<file path="src/rtl/calc_ctrl.sv">
// Calculator sequencer: debounces execute/clear buttons, issues one ALU
// operation per execute press and writes the result into the accumulator.
module calc_db #(
  parameter int DB_CNT = 1000000
) (
  input  logic clk,
  input  logic resetn,
  input  logic raw,
  output logic pulse
);
  localparam int CW = (DB_CNT > 1) ? $clog2(DB_CNT) : 1;

  logic [1:0]    sync;
  logic          level, level_d;
  logic [CW-1:0] cnt;

  always_ff @(posedge clk or negedge resetn) begin
    if (!resetn) begin
      sync    <= '0;
      level   <= 1'b0;
      level_d <= 1'b0;
      cnt     <= '0;
      pulse   <= 1'b0;
    end else begin
      sync    <= {sync[0], raw};
      level_d <= level;
      pulse   <= level & ~level_d;
      // level only moves after DB_CNT consecutive disagreeing samples
      if (sync[1] == level) begin
        cnt <= '0;
      end else if (cnt == CW'(DB_CNT - 1)) begin
        cnt   <= '0;
        level <= ~level;
      end else begin
        cnt <= cnt + CW'(1);
      end
    end
  end
endmodule

module calc_ctrl #(
  parameter int DB_CNT  = 1000000,
  parameter int ALU_LAT = 1
) (
  input  logic        clk,
  input  logic        resetn,
  input  logic        btnd,
  input  logic        btnu,
  input  logic [15:0] sw,
  input  logic [3:0]  alu_op_in,
  input  logic [31:0] alu_result,
  output logic [31:0] alu_a,
  output logic [31:0] alu_b,
  output logic [3:0]  alu_op,
  output logic [15:0] led,
  output logic        busy,
  output logic        done
);
  typedef enum logic [1:0] {IDLE, ISSUE, WAIT, CAPTURE} state_t;

  localparam logic [3:0] LAT_INIT = (ALU_LAT > 0) ? 4'(ALU_LAT - 1) : 4'd0;

  state_t      state, state_n;
  logic [1:0]  btn_p;
  logic        exec_p, clr_p;
  logic [3:0]  lat_cnt;
  logic [31:0] acc;
  logic        load_op, load_lat, wr_acc;

  calc_db #(.DB_CNT(DB_CNT)) u_db [1:0] (
    .clk    (clk),
    .resetn (resetn),
    .raw    ({btnu, btnd}),
    .pulse  (btn_p)
  );

  assign exec_p = btn_p[0];
  assign clr_p  = btn_p[1];

  always_ff @(posedge clk or negedge resetn) begin
    if (!resetn) state <= IDLE;
    else         state <= state_n;
  end

  // The result is sampled on entry to CAPTURE so it is visible while done is high.
  always_comb begin
    state_n  = state;
    load_op  = 1'b0;
    load_lat = 1'b0;
    wr_acc   = 1'b0;
    if (clr_p) begin
      state_n = IDLE;
    end else begin
      case (state)
        IDLE: if (exec_p) begin
          state_n = ISSUE;
          load_op = 1'b1;
        end
        ISSUE: if (ALU_LAT == 0) begin
          state_n = CAPTURE;
          wr_acc  = 1'b1;
        end else begin
          state_n  = WAIT;
          load_lat = 1'b1;
        end
        WAIT: if (lat_cnt == 4'd0) begin
          state_n = CAPTURE;
          wr_acc  = 1'b1;
        end
        CAPTURE: state_n = IDLE;
        default: state_n = IDLE;
      endcase
    end
  end

  always_ff @(posedge clk or negedge resetn) begin
    if (!resetn) begin
      acc     <= '0;
      alu_b   <= '0;
      alu_op  <= '0;
      lat_cnt <= '0;
    end else begin
      if (clr_p)       acc <= '0;
      else if (wr_acc) acc <= alu_result;
      if (load_op) begin
        alu_op <= alu_op_in;
        alu_b  <= {{16{sw[15]}}, sw};
      end
      if (load_lat)           lat_cnt <= LAT_INIT;
      else if (state == WAIT) lat_cnt <= lat_cnt - 4'd1;
    end
  end

  assign alu_a = acc;
  assign led   = acc[15:0];
  assign busy  = (state != IDLE);
  assign done  = (state == CAPTURE) && !clr_p;
endmodule

</file>
<file path="config.mk">
export PLATFORM = sky130hd
export DESIGN_NAME = calc_ctrl
export DESIGN_NICKNAME = d
export VERILOG_FILES = /design/src/rtl/calc_ctrl.sv
export SDC_FILE = /design/constraint.sdc
export NUM_CORES = 1
export LEC_CHECK = 0
export ABC_CLOCK_PERIOD_IN_PS = 2600
export CAP_MARGIN = 20
export CORE_AREA = 2 2 105 107
export DETAILED_ROUTE_END_ITERATION = 10
export DIE_AREA = 0 0 107 109
export HOLD_SLACK_MARGIN = 0.08
export PLACE_DENSITY = 0.79
export SLEW_MARGIN = 20
export SYNTH_ARGS = -nofsm -noshare
export SYNTH_HDL_FRONTEND = slang
export SYNTH_SLANG_ARGS = --single-unit
export TNS_END_PERCENT = 5
</file>
<file path="constraint.sdc">
create_clock -name clk -period 2.6 [get_ports clk]
set_input_delay 0.65 -clock clk [delete_from_list [all_inputs] [get_ports clk]]
set_output_delay 0.65 -clock clk [all_outputs]
set_load 0.02 [all_outputs]
</file>
==> key figures <==
Pwr
  – Peak VDD IR: 0.268 mV
  – Power Density: 451 mW/mm^2
  – Lkg Pwr: 2.71 nW

Timing
  – Final hold viol count: 0
  – Final worst path period need: 2.44 ns
  – RSZ-0062 raised after global routing: false
  – Worst hold slack: 0.191 ns
  – Layout Skew: 0.0113 ns
  – Rel. slew slack: 54.0%
  – Slew Limit Fails: 0
  – Maximum clock rate: 0.411 GHz
  – Final setup margin: 0.164 ns
  – Setup tns final: 0 ns
  – Tightest Pin Transition: 0.683 ns
  – Crit share post-route: 93.7%
  – Final setup viols: 0

Worst hold path
  – Hold crit path type: in -> async

Floorplan
  – Initial Util: 46.3%
  – Die W: 107 um
  – Io pins: 142
  – Area of the core: 0.0106 mm^2
  – Die H: 109 um
  – Die area: 0.0117 mm^2
  – Num rows: 38

Flow run
  – Max Cap Violations: 0

Critical path
  – Crit path arrival time: 1.79 ns
  – Critical Path End Type: primary output
  – Reg2Reg Setup Slack: 0.47 ns
  – Critical R2R Capture: u_db[1].cnt[18]
  – CP Class: reg -> out
  – Worst Path Required: 1.95 ns
  – Setup crit start kind: flip-flop
  – Worst r2r path cells: 5
  – CP max FO: 4
  – Reg2reg start: u_db[1].cnt[0]

Global route
  – First-pass GRT wire length: 16900 um
  – GRT Total Usage: 18.0%
  – Largest net degree at the start of global routing: 53
  – Overflow after GRT: 0
  – Vias in the first global route: 3645
  – Initial antenna violation count: 0

Placement
  – RePlAce Congestion: 0.844
  – # port buffers: 141
  – Pre-CTS setup slack: 0.479 ns
  – DP HPWL: 7570 um

CTS
  – Hold_buf cts: 0
  – Setup bufs post-CTS: 0
  – Clock latency on the worst-skew pair: 0.37 ns
  – CTS buffer count: 9
  – CTS root buffer: clkbuf_8
  – Sink Count: 108
  – CTS resizes: 0
  – CTS tree: done
  – Clock Tree Buf Depth: 2
  – CTS H-tree depth: 3
  – Reg clk slew, reported paths: 0.10 ns

Layout
  – Nets: 652
  – Diodes inserted: 0
  – P&R area growth vs syn: 31.6%
  – Layout cells sized above 1: 10.3%

Synth
  – Sequential area share after synthesis: 55.1%
  – Number of enable flip-flop cells after synthesis: 0
  – FFs w/ async S/R, synth: 100%
  – Synthesized area: 0.00491 mm^2
  – Gate Count Post-Synth: 478
  – Synth Warn #: 0
  – Unique cell type count in the Yosys netlist: 41
  – Flops & latches, synth: 108
  – Top_reg_cell synth: dfrtp_1
  – Synth Area per Inst: 10.3 um^2
  – Post-synth net total: 541

Drt
  – Drc violations: 0
  – Drt wl/cell: 14.0 um
  – 1st-pass router iterations: 4
  – Via Count: 3738
  – Iteration-0 DRC Markers: 210
  – Antenna-violating nets left: 0
  – Drt total wl: 10300 um
  – Vias per cell: 5.09

Outcome
  – Outcome: finished clean
## Yosys cell counts, types with 2 or more instances
master / number / area, um^2
nor2b_1: 5 / 31.3
xnor2_1: 20 / 175
o31ai_1: 3 / 22.5
nor4b_1: 2 / 17.5
nor3_1: 9 / 45.0
inv_1: 16 / 60.1
a21oi_1: 41 / 205
buf_2: 4 / 20.0
and3_1: 3 / 18.8
mux2_2: 23 / 259
or4_1: 7 / 52.6
ha_1: 7 / 87.6
or3_1: 2 / 12.5
or3_2: 3 / 22.5
buf_4: 32 / 240
nand4b_1: 2 / 17.5
clkbuf_1: 16 / 60.1
nand3_1: 15 / 75.1
nand4_1: 6 / 37.5
o21ai_0: 7 / 35.0
xor2_1: 10 / 87.6
nand2_1: 75 / 282
nor2_1: 38 / 143
dfrtp_1: 108 / 2700
mux2i_1: 3 / 30.0
nor4_1: 6 / 37.5
## layer usage
metal / track usage, % / part of all wire, % / up-vias
li1: - / - / 1785
met5: 0 / 0 / -
met3: 2.99 / 5.2 / 19
met4: 7.05 / 1.8 / 0
met2: 31.6 / 51 / 115
met1: 22.3 / 42 / 1819
## cell families after synthesis
family | after synthesis | synth area share [%]
xor gates and xnor gates | 30 | 5.35
DFF | 108 | 55.1
buffers and inverters | 68 | 7.75
muxes | 26 | 5.89
and+or+nand+nor | 182 | 17.7
AOI/OAI and AO/OA | 57 | 6.42
adders and majority gates | 7 | 1.78
## sequential cells by signal (all words and copies together), names as in the netlist
register      count
alu_op            4
u_db.sync         4
u_db.level        2
lat_cnt           4
alu_b            16
alu_a            32
u_db.pulse        2
u_db.level_d      2
state             2
u_db.cnt         40
## cell usage in the layout (no fill, tap or decap), types with 2 or more instances in the layout
| cell type | count |
|---|---|
| a21oi_1 | 41 |
| and3_1 | 3 |
| buf_4 | 11 |
| clkbuf_8 | 9 |
| clkdlybuf4s50_1 | 140 |
| clkinvlp_4 | 2 |
| dfrtp_1 | 108 |
| ha_1 | 7 |
| inv_1 | 16 |
| mux2_2 | 23 |
| mux2i_1 | 3 |
| nand2_1 | 75 |
| nand3_1 | 15 |
| nand4_1 | 6 |
| nand4b_1 | 2 |
| nor2_1 | 38 |
| nor2b_1 | 5 |
| nor3_1 | 9 |
| nor4_1 | 6 |
| nor4b_1 | 2 |
| o21ai_0 | 7 |
| o31ai_1 | 3 |
| or3_1 | 2 |
| or3_2 | 3 |
| or4_1 | 7 |
| xnor2_1 | 20 |
| xor2_1 | 10 |
## worst max-delay path, cell delays in order, from the launching register on
cell	delay [ns]
dfrtp_1	0.42
inv_1	0.10
ha_1	0.22
inv_1	0.07
clkdlybuf4s50_1	0.62
## power by group
group / internal (W) / switching (W)
Combinational: 0.000145 / 0.000113
Clock: 0.000359 / 0.000572
Sequential: 0.00170 / 0.0000203
Total: 0.00221 / 0.000705
## metrics by stage
stage	utilization, %	cells	instance area [um^2]	power, W
global route	60.9	734	6460	0.00303
global placement	59.3	718	6280	0.00201
floorplan	-	478	4910	0.00185
detailed placement	59.3	718	6280	0.00202
CTS	60.9	734	6460	0.00294
finish	60.9	734	6460	0.00291
## final cells by class
class,count,area [um^2]
fillers,862,4140
flip-flops and latches,108,2700
multi-input cells,302,1840
repair buffers,152,1500
well taps,140,175
clock buffers,10,128
inverters,16,60.1
clock inverters,6,48.8
## worst max-delay path by stage
stage                   start               to  depth (start not counted)
3_3_place_gp   u_db[1].cnt[0]  u_db[1].cnt[18]                          5
2_1_floorplan  u_db[1].cnt[0]  u_db[1].cnt[18]                          6
3_5_place_dp   u_db[1].cnt[0]  u_db[1].cnt[18]                          5
5_1_grt              state[0]             busy                          4
4_1_cts              state[0]             busy                          4
6_report             state[0]             busy                          4
Note: power is estimated with default switching activity, not from simulation.
